File: src/rtl/ov7670_pkg.sv
// Shared encodings and default timing for the OV7670 capture front-end.
package ov7670_pkg;

    typedef enum logic [1:0] {
        IDLE       = 2'd0,
        WAIT_FRAME = 2'd1,
        WAIT_LINE  = 2'd2,
        READ       = 2'd3
    } state_t;

    localparam int H_ACTIVE_VGA  = 640;
    localparam int V_ACTIVE_VGA  = 480;
    localparam int H_ACTIVE_QVGA = 320;
    localparam int V_ACTIVE_QVGA = 240;

    // Byte phase counter width; covers up to four bytes per pixel.
    localparam int PHASE_W = 2;

endpackage

File: src/rtl/ov7670_pixel_pack.sv
// Collects BPP camera bytes into one pixel word; done is combinational with the last byte.
module ov7670_pixel_pack
    import ov7670_pkg::*;
#(
    parameter int DATA_W = 8,
    parameter int BPP    = 2
) (
    input  logic                    pclk,
    input  logic                    reset,
    input  logic                    clear,
    input  logic                    shift_en,
    input  logic                    swap,
    input  logic [DATA_W-1:0]       byte_in,
    output logic [DATA_W*BPP-1:0]   word,
    output logic                    done,
    output logic [PHASE_W-1:0]      phase
);

    logic [DATA_W-1:0]  bytes_q [BPP];
    logic [DATA_W-1:0]  full    [BPP];
    logic [PHASE_W-1:0] phase_eff;

    assign phase_eff = clear ? '0 : phase;
    assign done      = shift_en && (phase_eff == PHASE_W'(BPP - 1));

    always_ff @(posedge pclk or negedge reset) begin
        if (!reset) begin
            phase <= '0;
            for (int i = 0; i < BPP; i++) bytes_q[i] <= '0;
        end else if (shift_en) begin
            for (int i = 0; i < BPP; i++) begin
                if (phase_eff == PHASE_W'(i)) bytes_q[i] <= byte_in;
            end
            phase <= done ? '0 : phase_eff + 1'b1;
        end
    end

    // The final byte bypasses the register so the pixel is ready in the same cycle.
    always_comb begin
        for (int i = 0; i < BPP; i++) full[i] = (i == BPP - 1) ? byte_in : bytes_q[i];
    end

    always_comb begin
        word = '0;
        for (int i = 0; i < BPP; i++) begin
            if (swap) word[i*DATA_W +: DATA_W]           = full[i];
            else      word[(BPP-1-i)*DATA_W +: DATA_W]   = full[i];
        end
    end

endmodule

File: src/rtl/ov7670_capture.sv
// OV7670 DVP capture: byte packing, x/y tracking, frame markers and length checks.
// state      | meaning
// IDLE       | disarmed, waiting for vsync high
// WAIT_FRAME | vsync seen, waiting for its falling edge
// WAIT_LINE  | inside a frame, waiting for href
// READ       | shifting in line bytes
module ov7670_capture
    import ov7670_pkg::*;
#(
    parameter int DATA_W        = 8,
    parameter int BYTES_PER_PIX = 2,
    parameter int H_ACTIVE      = H_ACTIVE_VGA,
    parameter int V_ACTIVE      = V_ACTIVE_VGA,
    parameter int X_W           = 10,
    parameter int Y_W           = 9,
    parameter int FCNT_W        = 16
) (
    input  logic                              pclk,
    input  logic                              reset,
    input  logic [DATA_W-1:0]                 din,
    input  logic                              vsync,
    input  logic                              href,
    input  logic                              capture_en,
    input  logic                              swap_bytes,
    input  logic                              decim_en,
    output logic [DATA_W*BYTES_PER_PIX-1:0]   pix_data,
    output logic                              pix_valid,
    output logic [X_W-1:0]                    pix_x,
    output logic [Y_W-1:0]                    pix_y,
    output logic                              sof,
    output logic                              eol,
    output logic                              eof,
    output logic                              line_err,
    output logic                              frame_err,
    output logic [FCNT_W-1:0]                 frame_cnt
);

    localparam logic [X_W-1:0] X_MAX  = X_W'(H_ACTIVE);
    localparam logic [Y_W-1:0] Y_MAX  = Y_W'(V_ACTIVE);
    localparam logic [Y_W-1:0] Y_LAST = Y_W'(V_ACTIVE - 1);

    logic [DATA_W-1:0] din_q;
    logic              href_q, vsync_q, vsync_d;
    state_t            state, state_nxt;
    logic [X_W-1:0]    x, x_cur;
    logic [Y_W-1:0]    y;
    logic              decim_q, first_pix;
    logic              vsync_fall, in_frame, abort, line_end, frame_start;
    logic              shift_en, pack_clear, pack_done, emit;
    logic [PHASE_W-1:0]                 phase;
    logic [DATA_W*BYTES_PER_PIX-1:0]    pack_word;

    always_ff @(posedge pclk or negedge reset) begin
        if (!reset) begin
            din_q   <= '0;
            href_q  <= 1'b0;
            vsync_q <= 1'b0;
            vsync_d <= 1'b0;
        end else begin
            din_q   <= din;
            href_q  <= href;
            vsync_q <= vsync;
            vsync_d <= vsync_q;
        end
    end

    assign vsync_fall = vsync_d & ~vsync_q;

    always_ff @(posedge pclk or negedge reset) begin
        if (!reset) state <= IDLE;
        else        state <= state_nxt;
    end

    always_comb begin
        state_nxt = state;
        case (state)
            IDLE:       if (vsync_q) state_nxt = WAIT_FRAME;
            WAIT_FRAME: if (vsync_fall) state_nxt = capture_en ? WAIT_LINE : IDLE;
            WAIT_LINE:  if (vsync_q) state_nxt = WAIT_FRAME;
                        else if (href_q) state_nxt = READ;
            READ:       if (vsync_q) state_nxt = WAIT_FRAME;
                        else if (!href_q) state_nxt = (y == Y_LAST) ? WAIT_FRAME : WAIT_LINE;
            default:    state_nxt = IDLE;
        endcase
    end

    // vsync wins over a coincident href fall, so line_end excludes it.
    always_comb begin
        in_frame    = (state == WAIT_LINE) || (state == READ);
        abort       = in_frame && vsync_q;
        frame_start = (state == WAIT_FRAME) && vsync_fall && capture_en;
        line_end    = (state == READ) && !vsync_q && !href_q;
        shift_en    = in_frame && !vsync_q && href_q;
        pack_clear  = (state == WAIT_LINE);
        x_cur       = (state == WAIT_LINE) ? '0 : x;
        emit        = pack_done && (x_cur < X_MAX) && (!decim_q || (!x_cur[0] && !y[0]));
    end

    ov7670_pixel_pack #(
        .DATA_W (DATA_W),
        .BPP    (BYTES_PER_PIX)
    ) u_pack (
        .pclk     (pclk),
        .reset    (reset),
        .clear    (pack_clear),
        .shift_en (shift_en),
        .swap     (swap_bytes),
        .byte_in  (din_q),
        .word     (pack_word),
        .done     (pack_done),
        .phase    (phase)
    );

    always_ff @(posedge pclk or negedge reset) begin
        if (!reset) begin
            x         <= '0;
            y         <= '0;
            decim_q   <= 1'b0;
            first_pix <= 1'b0;
            pix_data  <= '0;
            pix_valid <= 1'b0;
            pix_x     <= '0;
            pix_y     <= '0;
            sof       <= 1'b0;
            eol       <= 1'b0;
            eof       <= 1'b0;
            line_err  <= 1'b0;
            frame_err <= 1'b0;
            frame_cnt <= '0;
        end else begin
            pix_valid <= 1'b0;
            sof       <= 1'b0;
            eol       <= 1'b0;
            eof       <= 1'b0;
            line_err  <= 1'b0;
            frame_err <= 1'b0;
            if (frame_start) begin
                decim_q   <= decim_en;
                y         <= '0;
                first_pix <= 1'b1;
            end
            if (shift_en) x <= (pack_done && (x_cur != X_MAX)) ? x_cur + 1'b1 : x_cur;
            if (emit) begin
                pix_valid <= 1'b1;
                pix_data  <= pack_word;
                pix_x     <= decim_q ? (x_cur >> 1) : x_cur;
                pix_y     <= decim_q ? (y >> 1) : y;
                sof       <= first_pix;
                first_pix <= 1'b0;
            end
            if (line_end) begin
                line_err <= (x != X_MAX) || (phase != '0);
                eol      <= 1'b1;
                y        <= y + 1'b1;
                if (y == Y_LAST) begin
                    eof       <= 1'b1;
                    frame_cnt <= frame_cnt + 1'b1;
                end
            end
            if (abort) frame_err <= (y < Y_MAX) && ((y != '0) || (state == READ));
        end
    end

endmodule
File: config.mk
export PLATFORM = sky130hd
export DESIGN_NAME = ov7670_capture
export DESIGN_NICKNAME = d
export VERILOG_FILES = /design/src/rtl/ov7670_pkg.sv /design/src/rtl/ov7670_pixel_pack.sv /design/src/rtl/ov7670_capture.sv
export SDC_FILE = /design/constraint.sdc
export NUM_CORES = 1
export LEC_CHECK = 0
export CAP_MARGIN = 20
export CORE_MARGIN = 4
export CORE_UTILIZATION = 45
export CTS_CLUSTER_SIZE = 28
export DETAILED_ROUTE_END_ITERATION = 12
export HOLD_SLACK_MARGIN = 0.15
export PLACE_DENSITY = 0.68
export SYNTH_ARGS = -nofsm -noshare
export SYNTH_HDL_FRONTEND = slang
export SYNTH_SLANG_ARGS = --single-unit
File: constraint.sdc
create_clock -name pclk -period 6.35 [get_ports pclk]
set_clock_uncertainty 0.15 [all_clocks]
set_input_delay 1.5875 -clock pclk [delete_from_list [all_inputs] [get_ports pclk]]
set_output_delay 1.5875 -clock pclk [all_outputs]
set_load 0.01 [all_outputs]
Yosys cells after proc, flatten, opt, wreduce, memory -nomap -nowiden
Index checks and enable logic that the tools add are counted.
{"block": "totals", "regBits": 101, "latchBits": 0, "mem_bits_rw": 0, "romBits": 0, "in_bits": 15, "output_inout_bits": 57, "word_cells": 99, "n_memories": 0}
{"block": "op_classes", "n_addsub": 4, "mul": 0, "div_mod_pow": 0, "magnitude_cmp": 2, "n_eq_ne": 11, "shifts": 0, "muxes": 28, "bitwise_logic": 2, "reduce_logical": 31}
{"op": "10-bit 2-to-1 mux", "count": 3}
{"op": "9-bit 2-to-1 mux", "count": 3}
{"op": "2-bit 2-to-1 mux", "count": 10}
{"op": "10-bit inequality test (second input constant)", "count": 2}
{"op": "16-bit by 1-bit adder with 16-bit output (second input constant)", "count": 1}
{"op": "8-bit 2-to-1 mux", "count": 2}
{"op": "1-bit logical AND", "count": 13}
{"op": "10-bit by 1-bit adder with 10-bit output (second input constant)", "count": 1}
{"op": "10-bit < comparator (second input constant)", "count": 1}
{"op": "9-bit by 1-bit adder with 9-bit output (second input constant)", "count": 1}
{"op": "9-bit equality test (second input constant)", "count": 1}
{"op": "9-bit < comparator (second input constant)", "count": 1}
{"op": "1-bit 2-to-1 mux", "count": 9}
{"op": "9-bit nonzero test", "count": 1}
{"op": "2-bit case mux with 4 select lines", "count": 1}
{"op": "3-bit inequality test (second input constant)", "count": 2}
{"op": "2-bit nonzero test", "count": 3}
{"op": "1-bit logical NOT", "count": 5}
{"op": "2-bit by 1-bit equality test with 1-bit output (second input constant)", "count": 2}
{"op": "2-bit equality test (second input constant)", "count": 2}
{"op": "2-bit logical NOT", "count": 2}
{"op": "1-bit logical OR", "count": 4}
{"op": "2-bit inequality test (second input constant)", "count": 2}
{"op": "2-bit AND reduction", "count": 2}
{"op": "4 further kinds", "count": 4}

Logic depth before layout (Yosys ltp)
Gate-level depths: netlist of the first run.
{"block": "depth", "word_depth": 8, "ltp_mapped": 9, "depth_no_buf": 7}

By module
From an unflattened synthesis of the first run, not the netlist that was laid out.
{"block": "unflattened", "cells_unflattened": 412, "area_unflattened_um2": 4734.5}
{"mod": "ov7670_capture", "n_inst": 1, "cells_each": 339, "area_per_inst_um2": 4057.6, "seq_area_each_um2": 2277.2}
{"mod": "ov7670_pixel_pack", "n_inst": 1, "cells_each": 73, "area_per_inst_um2": 676.9, "seq_area_each_um2": 250.2}

Least setup slack after synthesis of the first run
No wires, ideal clock.
{"block": "synth_path", "path_type": "input-to-reg", "from": "input swap_bytes", "to": "register pix_data[6]", "setup_time_ns": 0.125, "t_arrival_ns": 2.798, "t_required_ns": 6.075, "path_slack_ns": 3.278, "path_stages": 4, "path_buffers": 2, "path_cell_list": "clkbuf_1 > clkbuf_1 > mux2_2 > mux2_2"}
{"block": "synth_between", "elab_chain_cells": 1}
{"element": "from (decl)", "line": "ov7670_capture.sv:24", "source": "input logic swap_bytes,"}
{"element": "8-bit 2-to-1 mux", "line": "ov7670_pixel_pack.sv:46", "source": "if (swap) word[i*DATA_W +: DATA_W] = full[i];"}
{"element": "to (signal assigned)", "line": "ov7670_capture.sv:145", "source": "pix_data <= pack_word;"}
{"element": "to (decl)", "line": "ov7670_capture.sv:26", "source": "output logic [DATA_W*BYTES_PER_PIX-1:0] pix_data,"}
No other way between the ends.
A chain may end at the register's enable or synchronous reset.

Worst setup path in the final report of the first run
{"block": "layout_path", "from": "register frame_cnt[2]", "to": "output frame_cnt[2]"}
{"element": "from (decl)", "line": "ov7670_capture.sv:35", "source": "output logic [FCNT_W-1:0] frame_cnt"}
{"element": "from (signal assigned)", "line": "ov7670_capture.sv:157", "source": "frame_cnt <= frame_cnt + 1'b1;"}
No word-level cell between the ends.

==> impl_metrics.csv, run 1 <==
group,metric,value,unit
power_and_ir_drop,netSwitchingFraction,0.283,
floorplanning,die_h,111,um
timing,fin_ws,3.21,ns
floorplanning,fp.dieW,111,um
floorplanning,die_area,12400,um2
logic_synthesis,ys_ff_latch,101,
clock_network,numClockSinks,101,
final_layout,num-nets-final,475,
setup_path,critPathBufInv,1,
route,vias,3185,
logic_synthesis,synth_top_family_by_area,"multiplexers",
job,drv_cap,0,
min_path,hp-start,"frame_cnt[15]",
placement,place_congestion,0.818,
min_path,hold_path_depth,1,
setup_path,slowest_stage,"clkdlybuf4s50_1",
route,vias_per_cell,5.36,
setup_path,critPathMaxStageDelay,0.58,ns
logic_synthesis,synth_cells,387,
placement,dp_hpwl,6.47,mm
clock_network,cts_buffers,9,
power_and_ir_drop,powerDensity,297,nW/um2
route,ant_nets,0,
route,wire_per_inst,15.9,um
route,wl,9.44,mm
timing,worst_slew_pin_slew,0.919,ns
clock_network,cts_hold_buffers,0,
logic_synthesis,synth-compound-area-share,0.0519,
clock_network,cts_root_buffer,"clkbuf_8",
clock_network,clkSlewWorstSetupHoldPaths,0.09,ns
global_route,grt_max_degree,60,
clock_network,clk_path_buf_depth,2,
power_and_ir_drop,p_comb_frac,0.260,
logic_synthesis,yosysWarningCount,0,
final_layout,synthToLayoutAreaGrowth,19.8,%
setup_path,worstPathArrival,1.40,ns
timing,period_share,0.494,
final_layout,drive_gt1_frac,0.201,
global_route,grt_use_total,0.159,
min_path,hold_path_class,"register to register",
final_layout,fin_util,0.554,
setup_path,setup.worst_path.class,"register to output port",
timing,min_period,3.14,ns
setup_path,worstSetupEndpointType,"output port",
logic_synthesis,yosysUniqueCellTypes,53,
logic_synthesis,ys.flop_type,"dfrtp_1",
power_and_ir_drop,leakage,2.55,nW
timing,maxSlewViolCount,0,
logic_synthesis,synthArstFlopShare,1.00,
logic_synthesis,synthAdderAreaFrac,0.0183,
floorplanning,num_rows,37,
clock_network,cts_resized,0,
global_route,grt_pass1_vias,3269,
power_and_ir_drop,p_clk_frac,0.234,
route,first_iter_violations,186,
logic_synthesis,syn_nets,409,
setup_path,r2r-start,"state[1]",
floorplanning,start_util,0.462,
route,drc,0,
setup_path,crit_fanout,7,
timing,relSlewSlack,0.388,
min_path,hold-path-endpoint,"frame_cnt[15]",
setup_path,worst-r2r-setup-slack,3.43,ns
timing,setup_viol,0,
setup_path,start_kind,"register",
placement,port_buffers,71,
setup_path,r2r_end,"pix_data[7]",
placement,dp_slack,2.84,ns
global_route,grt_pass1_wl,16.2,mm
global_route,grt-ovfl-total,0,
logic_synthesis,synth.avg_cell_area,12.4,um2
route,dr.pass1.iters,4,
global_route,antenna_found_initial,0,
logic_synthesis,synth_edf_count,0,
logic_synthesis,ys_top_cells_by_area,"dfrtp_1 53%, mux2_2 11%, mux2_4 5.3%",
power_and_ir_drop,max-vdd-ir-drop,0.151,mV
clock_network,insertion_delay,0.36,ns
logic_synthesis,synth-simple-area-share,0.136,
floorplanning,io_pins,72,
power_and_ir_drop,seq_power_share,0.506,
setup_path,required,4.61,ns
timing,fmax,0.319,GHz
final_layout,diodes,0,
logic_synthesis,netlist.area_leader.share,0.527,
status,status,"completed",
clock_network,cts_max_level,3,
power_and_ir_drop,p_int,0.00122,W
setup_path,critical_path.cell_chain,"clkdlybuf4s50_1",
floorplanning,fp.coreArea,10400,um2
logic_synthesis,ys_seq_area_frac,0.527,
timing,final_hold_viol_count,0,
logic_synthesis,synthXorXnorAreaFrac,0.0457,
logic_synthesis,yosysTopAreaCell,"dfrtp_1",
setup_path,path_delay_family,"buffers and inverters",
clock_network,cts_tree,"built",
clock_network,cts_setup_buffers,0,
timing,rsz0062_at_grt,"false",
logic_synthesis,netlist_area,4800,um2
power_and_ir_drop,switching_power,0.000482,W
logic_synthesis,synthMuxAreaShare,0.187,
timing,tns,0,ns
setup_path,reg2regPathDepth,6,
[placed cells by master, fill, tap and decap left out, types with 2 or more instances in the layout]
master             n
o31ai_1            3
nor3_1             5
o21ai_0           12
o2111ai_1          3
nor2_1            18
a31oi_1            2
nand3_1           13
nor2b_1            2
mux2_2            48
and2_1             2
nor4_1             4
nor4_4             2
buf_4              2
xor2_1             9
clkinvlp_4         2
clkinv_2           2
o211ai_1           4
nand2_1           35
dfrtp_1          101
nand3b_1           3
ha_1               7
and3_1            10
mux2_4            17
clkbuf_8           9
nand4_1           11
mux2i_1            9
clkdlybuf4s50_1   70
o21a_1             2
xnor2_1           16
inv_1             10
[cells in the mapped netlist (all sizes together), types with 2 or more instances]
library cell    n
xor2            9
nand4b          2
dfrtp         101
nand3          13
nor2b           2
mux2i           9
nor2           18
ha              7
o211ai          4
inv            10
nor3            6
o2111ai         3
o31ai           3
and3           10
clkbuf          4
o21ai          12
mux2           66
nand4          11
nor4            6
buf            13
and2            3
a31oi           2
nand3b          3
nand2          35
xnor2          16
a21oi           2
o21a            2
[logic make-up (layout without fill, tap and decap cells)]
kind of cell / Yosys count / after routing
compound gates: 35 / 35
xor+xnor: 25 / 25
fa+ha+maj: 7 / 7
buf+inv: 27 / 98
flops: 101 / 101
mux: 75 / 75
simple gates: 117 / 117
[cell type report]
type                       count  area (um2)
fill                         927        4620
sequential                   101        2530
multi-input combinational    259        2100
timing repair buffer          72         716
tap                          136         170
clock buffer                  10         128
clock inverter                 6        63.8
inverter                      10        37.5
[through the flow]
step,hold slack [ns],instance area [um2],std cells,power (W)
final,0.344,5750,594,0.00170
after global routing,0.375,5750,594,0.00181
after CTS,0.351,5750,594,0.00173
after detailed placement,0.328,5560,578,0.00133
after global placement,0.315,5560,578,0.00131
after floorplan,0.205,4800,387,0.00110
[power by group through the flow]
stage | Sequential (W) | Clock, W | Combinational, W
2_1_floorplan | 0.000871 | 0 | 0.000231
3_3_place_gp | 0.000869 | 0 | 0.000437
3_5_place_dp | 0.000876 | 0 | 0.000450
4_1_cts | 0.000863 | 0.000417 | 0.000451
5_1_grt | 0.000882 | 0.000444 | 0.000480
6_report | 0.000862 | 0.000398 | 0.000444
[worst max path at each step]
stage                             from           end  slack (ns)  depth (start not counted)
after floorplan             swap_bytes   pix_data[6]        3.28                          4
after global placement      swap_bytes   pix_data[6]        2.88                          3
after detailed placement    swap_bytes   pix_data[2]        2.84                          3
after CTS                 frame_cnt[2]  frame_cnt[2]        3.18                          1
after global routing      frame_cnt[2]  frame_cnt[2]        3.14                          1
final                     frame_cnt[2]  frame_cnt[2]        3.21                          1
[routing by layer]
layer,up-vias,global-route usage,share of wire
met1,1589,0.220,0.48
met5,-,0,0
met3,9,0.0475,0.044
li1,1511,-,-
met4,0,0.0414,0.010
met2,76,0.246,0.46
[sequential cells by signal, indices dropped and copies added (netlist names), 2 cells and up]
name,count
pix_data,16
frame_cnt,16
pix_y,9
state,2
u_pack.bytes_q,8
u_pack.phase,2
y,9
x,10
pix_x,10
din_q,8
Note: power is estimated with default switching activity, not from simulation.
==> run 2, diff against run 1 <==
==> constraint.sdc (replaced) <==
create_clock -name pclk -period 3 [get_ports pclk]
set_clock_uncertainty 0.15 [all_clocks]
set_input_delay 0.75 -clock pclk [delete_from_list [all_inputs] [get_ports pclk]]
set_output_delay 0.75 -clock pclk [all_outputs]
set_load 0.01 [all_outputs]
==> run 2 against run 1 <==
Net effect:
- hold slack got worse by 0.080 ns
- critical path type is now register to register
- die area did not move
- register-to-register slack got worse by 3.1 ns
- design area rose by 2.1%
- sequential share of layout area fell by 0.90 points
- sequential power rose by 110%
- largest power group unchanged
- clock power rose by 140%
- via count did not move
- wire length rose by 2.9%
==> impl_metrics.csv, run 2 (synthesis results as in run 1) <==
group,metric,value,unit
status,status,"completed",
timing,relSlewSlack,0.529,
timing,whs,0.264,ns
route,wire_per_inst,16.1,um
clock_network,cts_max_level,3,
timing,fmax,0.369,GHz
final_layout,synthToLayoutAreaGrowth,22.3,%
setup_path,worst-r2r-setup-slack,0.29,ns
floorplanning,fp.coreArea,10400,um2
clock_network,cts_buffers,9,
power_and_ir_drop,p_comb_frac,0.264,
timing,maxSlewViolCount,0,
power_and_ir_drop,seq_power_share,0.479,
floorplanning,die_area,12400,um2
timing,rsz0062_at_grt,"false",
timing,tns,0,ns
placement,dp_hpwl,6.80,mm
setup_path,r2r_end,"pix_y[7]",
power_and_ir_drop,p_clk_frac,0.257,
final_layout,drive_gt1_frac,0.220,
setup_path,start_kind,"register",
clock_network,numClockSinks,101,
floorplanning,fp.dieW,111,um
setup_path,startpoint,"state[0]",
route,wl,9.72,mm
setup_path,r2r-start,"state[0]",
final_layout,diodes,0,
floorplanning,io_pins,72,
clock_network,cts_hold_buffers,0,
final_layout,fin_util,0.566,
global_route,grt_max_degree,55,
timing,fin_ws,0.290,ns
route,ant_nets,0,
clock_network,insertion_delay,0.38,ns
global_route,grt-ovfl-total,0,
clock_network,clkSlewWorstSetupHoldPaths,0.09,ns
placement,dpl-instance-area,5640,um2
power_and_ir_drop,p_int,0.00271,W
power_and_ir_drop,leakage,2.62,nW
setup_path,worstPathArrival,2.83,ns
clock_network,cts_tree,"built",
timing,final_hold_viol_count,0,
setup_path,reg2regPathDepth,7,
clock_network,cts_root_buffer,"clkbuf_8",
timing,setup_viol,0,
floorplanning,die_h,111,um
placement,dp_slack,0.302,ns
global_route,grt_pass1_vias,3266,
setup_path,endpoint,"pix_y[7]",
power_and_ir_drop,switching_power,0.00104,W
floorplanning,num_rows,37,
route,vias_per_cell,5.27,
final_layout,final_cell_area,5870,um2
placement,place_congestion,0.927,
global_route,grt_use_total,0.168,
final_layout,mostFrequentLayoutCells,"101 x dfrtp_1, 70 x clkdlybuf4s50_1, 48 x mux2_2",
timing,worst_slew_pin_slew,0.707,ns
min_path,hold_path_class,"primary input to asynchronous set/reset pin",
final_layout,num-nets-final,485,
job,drv_cap,0,
setup_path,worstSetupEndpointType,"register",
placement,port_buffers,71,
final_layout,reg.largest.list,"frame_cnt (16), pix_data (16)",
route,first_iter_violations,290,
route,drc,0,
clock_network,cts_resized,0,
route,dr.pass1.iters,4,
clock_network,clk_path_buf_depth,2,
clock_network,cts_setup_buffers,0,
timing,period_share,0.903,
global_route,antenna_found_initial,0,
power_and_ir_drop,max-vdd-ir-drop,0.343,mV
timing,min_period,2.71,ns
power_and_ir_drop,powerDensity,638,nW/um2
floorplanning,start_util,0.462,
setup_path,crit_fanout,16,
setup_path,setup.worst_path.class,"register to register",
final_layout,final_common_cell,"dfrtp_1",
route,vias,3185,
setup_path,required,3.12,ns
power_and_ir_drop,netSwitchingFraction,0.277,
global_route,grt_pass1_wl,16.9,mm
final_layout,fillers,903,
## run 2: cell types whose count changed in the layout (fill, tap and decap cells not counted)
cell and delta:
buf_12 +1, buf_4 +9, bufinv_16 +1, clkbuf_1 -1
clkbuf_8 +1, clkinvlp_4 -1
## run 2: worst min-delay path by stage
| stage | to | cells after the start | startpoint |
|---|---|---|---|
| after floorplan | vsync_d | 0 | vsync_q |
| after global placement | frame_cnt[15] | 1 | frame_cnt[15] |
| after detailed placement | frame_cnt[15] | 1 | frame_cnt[15] |
| after CTS | din_q[7] | 1 | reset |
| after global routing | pix_y[2] | 1 | reset |
| final | pix_y[3] | 1 | reset |
## run 2: worst max-delay path: stages (launching register included)
cell and delay [ns]:
dfrtp_1 0.47, or2b_2 0.44, nand2_1 0.13, ha_1 0.23, and2_4 0.20, o221a_4 0.37
buf_4 0.27, mux2_2 0.34
## run 2: power by group through the flow
stage	logic (W)	registers [W]	clock network (W)
floorplan	0.000489	0.00184	0
global placement	0.000968	0.00182	0
detailed placement	0.000997	0.00182	0
CTS	0.00100	0.00180	0.000990
global route	0.00107	0.00184	0.00106
finish	0.000987	0.00179	0.000961
## run 2: area by class of cell
type	count	area, um2	share of cell area
clock buffers	10	138	0.0235
clock inverters	6	86.3	0.0147
multi-input cells	259	2100	0.359
well taps	136	170	0.0290
inverters	10	37.5	0.00640
repair buffers	82	803	0.137
flip-flops and latches	101	2530	0.431
## run 2: layer usage
layer,track usage,up-vias,part of all wire
met3,0.0524,17,0.057
met1,0.241,1559,0.48
li1,-,1522,-
met2,0.238,87,0.44
met5,0,-,0
met4,0.0616,0,0.017
## run 2: through the flow
stage	power, W	cells
final	0.00374	604
after global routing	0.00397	604
after CTS	0.00379	604
after detailed placement	0.00282	588
after global placement	0.00279	588
after floorplan	0.00233	387
